===== src/rtl/lms_input_aligner.sv =====
// Buffers u/d samples in two FIFOs and releases one aligned pair per fs_stb; outputs update the cycle after the strobe.
// Producers are throttled by per-FIFO ready (low only when full); an empty FIFO at a RUN strobe is an underrun, not a stall.
module lms_input_aligner #(
    parameter int SAMPLE_SIZE = 16,
    parameter int DEPTH       = 4,
    parameter int PRIME       = 2,
    parameter int CNT_SIZE    = 8
) (
    input  logic                        clk,
    input  logic                        rst,
    input  logic                        fs_stb,
    input  logic                        u_valid,
    input  logic [SAMPLE_SIZE-1:0]      u_data,
    output logic                        u_ready,
    input  logic                        d_valid,
    input  logic [SAMPLE_SIZE-1:0]      d_data,
    output logic                        d_ready,
    output logic [SAMPLE_SIZE-1:0]      u_out,
    output logic [SAMPLE_SIZE-1:0]      d_out,
    output logic                        out_valid,
    output logic                        running,
    output logic                        underrun,
    output logic [CNT_SIZE-1:0]         underrun_cnt,
    output logic [$clog2(DEPTH):0]      u_level,
    output logic [$clog2(DEPTH):0]      d_level
);

    localparam int AW = $clog2(DEPTH);
    localparam int LW = AW + 1;
    localparam logic [LW-1:0] FULL_LEVEL  = LW'(DEPTH);
    localparam logic [LW-1:0] PRIME_LEVEL = LW'(PRIME);

    typedef enum logic {
        FILL = 1'b0,
        RUN  = 1'b1
    } state_t;

    state_t state;
    state_t state_next;
    logic   pop;
    logic   underrun_evt;

    // Channel 0 carries u, channel 1 carries d; both pop together to keep pairs aligned.
    for (genvar ch = 0; ch < 2; ch++) begin : g_fifo
        logic [SAMPLE_SIZE-1:0] mem [DEPTH];
        logic [AW-1:0]          wr_ptr;
        logic [AW-1:0]          rd_ptr;
        logic [LW-1:0]          level;
        logic [SAMPLE_SIZE-1:0] wdata;
        logic [SAMPLE_SIZE-1:0] head;
        logic                   valid;
        logic                   ready;
        logic                   wr_en;

        assign wdata = (ch == 0) ? u_data : d_data;
        assign valid = (ch == 0) ? u_valid : d_valid;
        assign ready = (level != FULL_LEVEL);
        assign wr_en = valid && ready;
        assign head  = mem[rd_ptr];

        always_ff @(posedge clk) begin
            if (wr_en) begin
                mem[wr_ptr] <= wdata;
            end
        end

        always_ff @(posedge clk or posedge rst) begin
            if (rst) begin
                wr_ptr <= '0;
                rd_ptr <= '0;
                level  <= '0;
            end else begin
                if (wr_en) begin
                    wr_ptr <= wr_ptr + 1'b1;
                end
                if (pop) begin
                    rd_ptr <= rd_ptr + 1'b1;
                end
                case ({wr_en, pop})
                    2'b10:   level <= level + 1'b1;
                    2'b01:   level <= level - 1'b1;
                    default: level <= level;
                endcase
            end
        end
    end

    assign u_level = g_fifo[0].level;
    assign d_level = g_fifo[1].level;
    assign u_ready = g_fifo[0].ready;
    assign d_ready = g_fifo[1].ready;
    assign running = (state == RUN);

    always_ff @(posedge clk or posedge rst) begin
        if (rst) begin
            state <= FILL;
        end else begin
            state <= state_next;
        end
    end

    // Decisions use the registered levels, so a sample written this cycle is never popped this cycle.
    always_comb begin
        state_next   = state;
        pop          = 1'b0;
        underrun_evt = 1'b0;
        case (state)
            FILL: begin
                if ((u_level >= PRIME_LEVEL) && (d_level >= PRIME_LEVEL)) begin
                    state_next = RUN;
                end
            end
            RUN: begin
                if (fs_stb) begin
                    if ((u_level != '0) && (d_level != '0)) begin
                        pop = 1'b1;
                    end else begin
                        underrun_evt = 1'b1;
                        state_next   = FILL;
                    end
                end
            end
            default: state_next = FILL;
        endcase
    end

    always_ff @(posedge clk or posedge rst) begin
        if (rst) begin
            u_out        <= '0;
            d_out        <= '0;
            out_valid    <= 1'b0;
            underrun     <= 1'b0;
            underrun_cnt <= '0;
        end else begin
            out_valid <= pop;
            underrun  <= underrun_evt;
            if (fs_stb) begin
                if (pop) begin
                    u_out <= g_fifo[0].head;
                    d_out <= g_fifo[1].head;
                end else begin
                    u_out <= '0;
                    d_out <= '0;
                end
            end
            if (underrun_evt && (underrun_cnt != {CNT_SIZE{1'b1}})) begin
                underrun_cnt <= underrun_cnt + 1'b1;
            end
        end
    end

endmodule


===== config.mk =====
export PLATFORM = sky130hd
export DESIGN_NAME = lms_input_aligner
export DESIGN_NICKNAME = d
export VERILOG_FILES = /design/src/rtl/lms_input_aligner.sv
export SDC_FILE = /design/constraint.sdc
export NUM_CORES = 1
export LEC_CHECK = 0
export CAP_MARGIN = 20
export CORE_ASPECT_RATIO = 0.5
export CORE_MARGIN = 3
export CORE_UTILIZATION = 57
export CTS_BUF_LIST = sky130_fd_sc_hd__clkbuf_4 sky130_fd_sc_hd__clkbuf_8
export DETAILED_ROUTE_END_ITERATION = 10
export PLACE_DENSITY_LB_ADDON = 0.12
export SLEW_MARGIN = 10
export SYNTH_ARGS = -nofsm -noshare
export SYNTH_HDL_FRONTEND = slang
export SYNTH_SLANG_ARGS = --single-unit
export TNS_END_PERCENT = 5

===== constraint.sdc =====
create_clock -name clk -period 3 [get_ports clk]
set_input_delay 0.45 -clock clk [delete_from_list [all_inputs] [get_ports clk]]
set_output_delay 0.45 -clock clk [all_outputs]
set_load 0.02 [all_outputs]

=== After elaboration in Yosys (flattened, before gate mapping) ===
Memory sizes are Yosys's and may differ from the RTL's.
Index checks and enable logic that the tools add are counted.

* Register bits after elaboration: 57
* Bits in latches: 0
* Memory bits (writable): 128
* ROM bits: 0
* Input port bits: 37
* Output and inout port bits: 51
* Memories kept: 2

* Add/sub/neg operators: 9
* $mul: 0
* Div/mod/pow operators: 0
* Magnitude comparators: 2
* Eq/ne operators: 7
* Shift-type cells: 0
* Mux-type cells: 17
* Bitwise operators: 1
* Reduce and logical (&&, ||, !) cells: 9

{| class="wikitable"
|+ Memory list
! name !! words !! width !! read ports !! clocked after memory_dff !! write ports !! line !! text
|-
| g_fifo[0].mem || 4 || 16 || 1 || 0 || 1 || 45 || <nowiki>logic [SAMPLE_SIZE-1:0] mem [DEPTH];</nowiki>
|-
| g_fifo[1].mem || 4 || 16 || 1 || 0 || 1 || 45 ||
|}

{| class="wikitable"
|+ Operator list
! operator !! number
|-
| $mux 16 || 2
|-
| $mux 1 || 12
|-
| $pmux 3 s2 || 2
|-
| $add 2x1->2 const B || 4
|-
| $add 8x1->8 const B || 1
|-
| $ne 8x8->1 const B || 1
|-
| $add 3x1->3 const B || 2
|-
| $ge 3x2->1 const B || 2
|-
| $ne 3x3->1 const B || 2
|-
| $reduce_bool 3->1 || 2
|-
| $sub 3x1->3 const B || 2
|-
| $logic_and 1x1->1 || 5
|-
| $eq 2x1->1 const B || 2
|-
| $eq 2x2->1 const B || 2
|-
| $reduce_bool 2->1 || 2
|-
| $pmux 1 s2 || 1
|-
| $not 1->1 || 1
|}

=== Logic depth before layout (Yosys ltp) ===
* Depth after elaboration: 7
* Mapped depth: 10
* Gate-level depth less buffers: 10

=== Worst setup path after synthesis ===
No wires, ideal clock.

* Path kind: reg2reg
* Start: register g_fifo[0].level[2], in the netlist u_level[2]
* End: register g_fifo[0].level[2], in the netlist u_level[2]
* Arrival: 2.305 ns
* Data required time: 2.920 ns
* Setup slack: 0.615 ns
* Stages on the path, launching flop included: 10
* Path buffers: 0
* Period minus slack after synthesis: 2.385 ns
* Cell sequence: dfrtp_1 -> or3b_1 -> and2_1 -> inv_1 -> ha_1 -> inv_1 -> fa_1 -> xor2_1 -> nor2_1 -> xor2_1

{| class="wikitable"
|+ RTL lines
! item !! line !! text
|-
| start: declaration || 48 || <nowiki>logic [LW-1:0] level;</nowiki>
|-
| start signal: assignment || 80 || <nowiki>2'b10: level <= level + 1'b1;</nowiki>
|-
| start signal: assignment || 81 || <nowiki>2'b01: level <= level - 1'b1;</nowiki>
|-
| start signal: assignment || 82 || <nowiki>default: level <= level;</nowiki>
|-
| $ne 3x3->1 * || 57 || <nowiki>assign ready = (level != FULL_LEVEL);</nowiki>
|-
| net u_ready || 14 || <nowiki>output logic u_ready,</nowiki>
|-
| $logic_and 1x1->1 * || 58 || <nowiki>assign wr_en = valid && ready;</nowiki>
|-
| $eq 2x1->1 or $eq 2x2->1 (tied branches) || 79 || <nowiki>case ({wr_en, pop})</nowiki>
|-
| $pmux 3 s2 or $reduce_bool 2->1 (tied branches) || - ||
|}

Mark *: on every way through the listed nets, which the timed path passes. The rest lies on a longest branch.
A chain may end at the register's enable or synchronous reset.

=== Worst setup path in the final report ===
* Start: register g_fifo[0].level[0], in the netlist u_level[0]
* End: output port u_ready

* Longest elaborated chain between the ends: 1

{| class="wikitable"
|+ Ends and longest elaborated chain
! item !! line
|-
| $ne 3x3->1 || 57
|-
| end: declaration || 14
|}

Every way passes these cells.

==> reports/metrics.cfg <==
[setup_path]
crit_start=u_level[0]
cp-start-kind=flop
worstPathRequired_ns=2.55
r2r-end=u_level[2]
crit_fanout=6
critPathSlowestCell=clkdlybuf4s50_1
rrSetupSlack_ns=0.66
r2r_cells=9
crit_chain=or3b_1 -> clkdlybuf4s50_1
setup.worst_path.class=reg -> out
setup.worst_path.end=u_ready
r2r_start=u_level[0]
critPathMaxStageDelay_ns=0.58
worstPathArrival_ns=1.96
cp-end-kind=output pin

[timing]
fin_crit_ns=2.412
max_slew_margin_pct=47.71
clock_skew_ns=0.01762
tightest_slew_ns=0.7844
slew_violations=0
setup_viol=0
max_freq_mhz=414.6
rsz0062_at_grt=false
hold_viol_final=0
fin_crit_sh_pct=80.40
setup-tns-final_ns=0

[cts]
worstSkewPairLatency_ns=0.45
post_cts_buffers=0
clock-root-buffer=clkbuf_8
cts.repair.resized=0
clk_pin_slew_ns=0.10
cts_hold_buf=0
cts.sinks=185
htree_levels=4
cts_tree=yes
cts_made_buffers=17
clock_path_buffers=2

[logic_synthesis]
ys_seq_area_share_pct=73.50
synthTopCellsByArea=edfxtp_1 54%, dfrtp_1 20%, mux4_2 10%, inv_1 2.4%, o21ai_0 2.0%
synth-edff-count=128
yosys.area_share.simple_pct=4.676
syn_area_um2=7171
syn-num-nets=469
synth-async-reset-ratio_pct=30.81
ys_warn_count=0
synth_top_family_by_area=multiplexers
synth_cell_types=34
synthMuxAreaShare_pct=10.50
yosysTopAreaCell=edfxtp_1
synth_top_area_share_pct=53.60
synthAdderAreaFrac_pct=2.478
ys.flop_type=edfxtp_1
syn_avg_cell_area_um2=17.11
yosys.cell_count.top_type=edfxtp_1
synth_compound_area_share_pct=3.298
synth_xor_area_share_pct=1.954
synth.top_cells.by_count=128 x edfxtp_1, 57 x dfrtp_1, 46 x inv_1
syn-instance-count=419
ys_seq_elements=185

[floorplan]
core-area_um2=12050
num_rows=28
die_x_um=164.6
die_area_um2=14040
die_height_um=85.31
ios=88
initial_utilization_pct=59.50

[layout]
seq_area_um2=5270
area_growth_pct=20.71
antenna_cells=0
nFillCells=771
multi_input_area_um2=1643
drive_gt1_share_pct=15.93
fin_util_pct=71.82
layout.nets=577

[power]
p_leak_nw=3.248
vdd_drop_max_v=0.0004255
cellPowerDensity_nw_per_um2=946.1

[global_routing]
top_usage_layer=met2
grtUsageTotal_pct=20.15
grt_pass1_wl_um=21090
grt_max_degree=33
globalRouteOverflowTotal=0
grt_antenna_before_repair=0
met2_usage_pct=33.48
grt_pass1_vias=3992
grt_util_met3_pct=5.168
grtUsageMet1_pct=27.04

[routing]
drt-pass1-iter-count=5
antenna_left=0
num_vias=3734
vias_per_cell=5.296
drtIter0Drc=264
drc=0
wl_um=12720
wl_per_cell_um=18.04

[outcome]
status=complete, no violations

[flow_run]
cap_violations=0

[placement]
gp_congestion=0.7682
hpwl_um=8103
portBuffers=87

[hold_path]
hp-class=in -> async

[layout make-up]
type | count | share of cell area, %
timing repair buffer | 103 | 11.45
clock inverter | 15 | 1.561
tap | 165 | 2.385
multi-input combinational | 173 | 18.98
inverter | 47 | 2.038
sequential | 185 | 60.88
clock buffer | 17 | 2.703
[cell usage in the layout, fill, tap and decap left out, types with 11 or more instances in the layout]
cell type        count
buf_4               16
dfrtp_1             57
inv_1               45
nand2_1             38
ha_1                11
clkbuf_8            17
o21ai_0             29
clkdlybuf4s50_1     87
edfxtp_1           128
mux4_2              32
[flip-flops by register name, summed over array words and instances, names as in the netlist]
register / count
d_level: 3
running: 1
u_level: 3
g_fifo.mem: 128
underrun: 1
g_fifo.wr_ptr: 4
d_out: 16
underrun_cnt: 8
out_valid: 1
g_fifo.rd_ptr: 4
u_out: 16
[worst min path at each step]
stage / from / endpoint / slack (ns) / cells after the start
floorplan: g_fifo[1].wr_ptr[1] / g_fifo[1].wr_ptr[1] / 0.53 / 1
global placement: underrun_cnt[6] / underrun_cnt[6] / 0.49 / 1
detailed placement: d_out[11] / d_out[11] / 0.50 / 2
CTS: rst / underrun_cnt[6] / 0.40 / 2
global route: rst / d_out[8] / 0.44 / 2
finish: rst / d_out[11] / 0.41 / 2
[through the flow]
step	setup slack (ns)	cell area, um^2	std cells	power (mW)	hold WS (ns)
after global routing	0.5062	8656	705	8.719	0.4359
after floorplan	0.6152	7171	419	5.661	0.5339
after global placement	0.5400	8287	673	6.674	0.4936
final	0.5881	8656	705	8.189	0.4109
after detailed placement	0.4817	8287	673	6.755	0.5031
after CTS	0.5537	8656	705	8.306	0.3991
[per-layer routing]
metal  routed length [um]  vias up
met5                    0        -
met4                   70        0
met3                  566        9
met2                 6448       79
met1                 5632     1897
li1                     -     1749
[critical path: cells and delay by family, from the launching register on]
family        cells  cell delay [ns]
simple gates      1             0.48
flops             1             0.46
buf+inv           1             0.58
[power by group]
| group | switching, mW | internal [mW] | total (mW) |
|---|---|---|---|
| Clock | 0.929 | 0.610 | 1.54 |
| Combinational | 1.43 | 1.37 | 2.79 |
| Sequential | 0.419 | 3.44 | 3.86 |
| Total | 2.77 | 5.42 | 8.19 |
[cell families (layout without fill, tap and decap cells)]
family / Yosys count / after routing
muxes: 35 / 35
and+or+nand+nor: 66 / 66
xor gates and xnor gates: 16 / 16
adders and majority gates: 13 / 13
DFF: 185 / 185
buffers and inverters: 61 / 182
AOI/OAI and AO/OA: 43 / 43
Power figures use the tool's default switching activity.
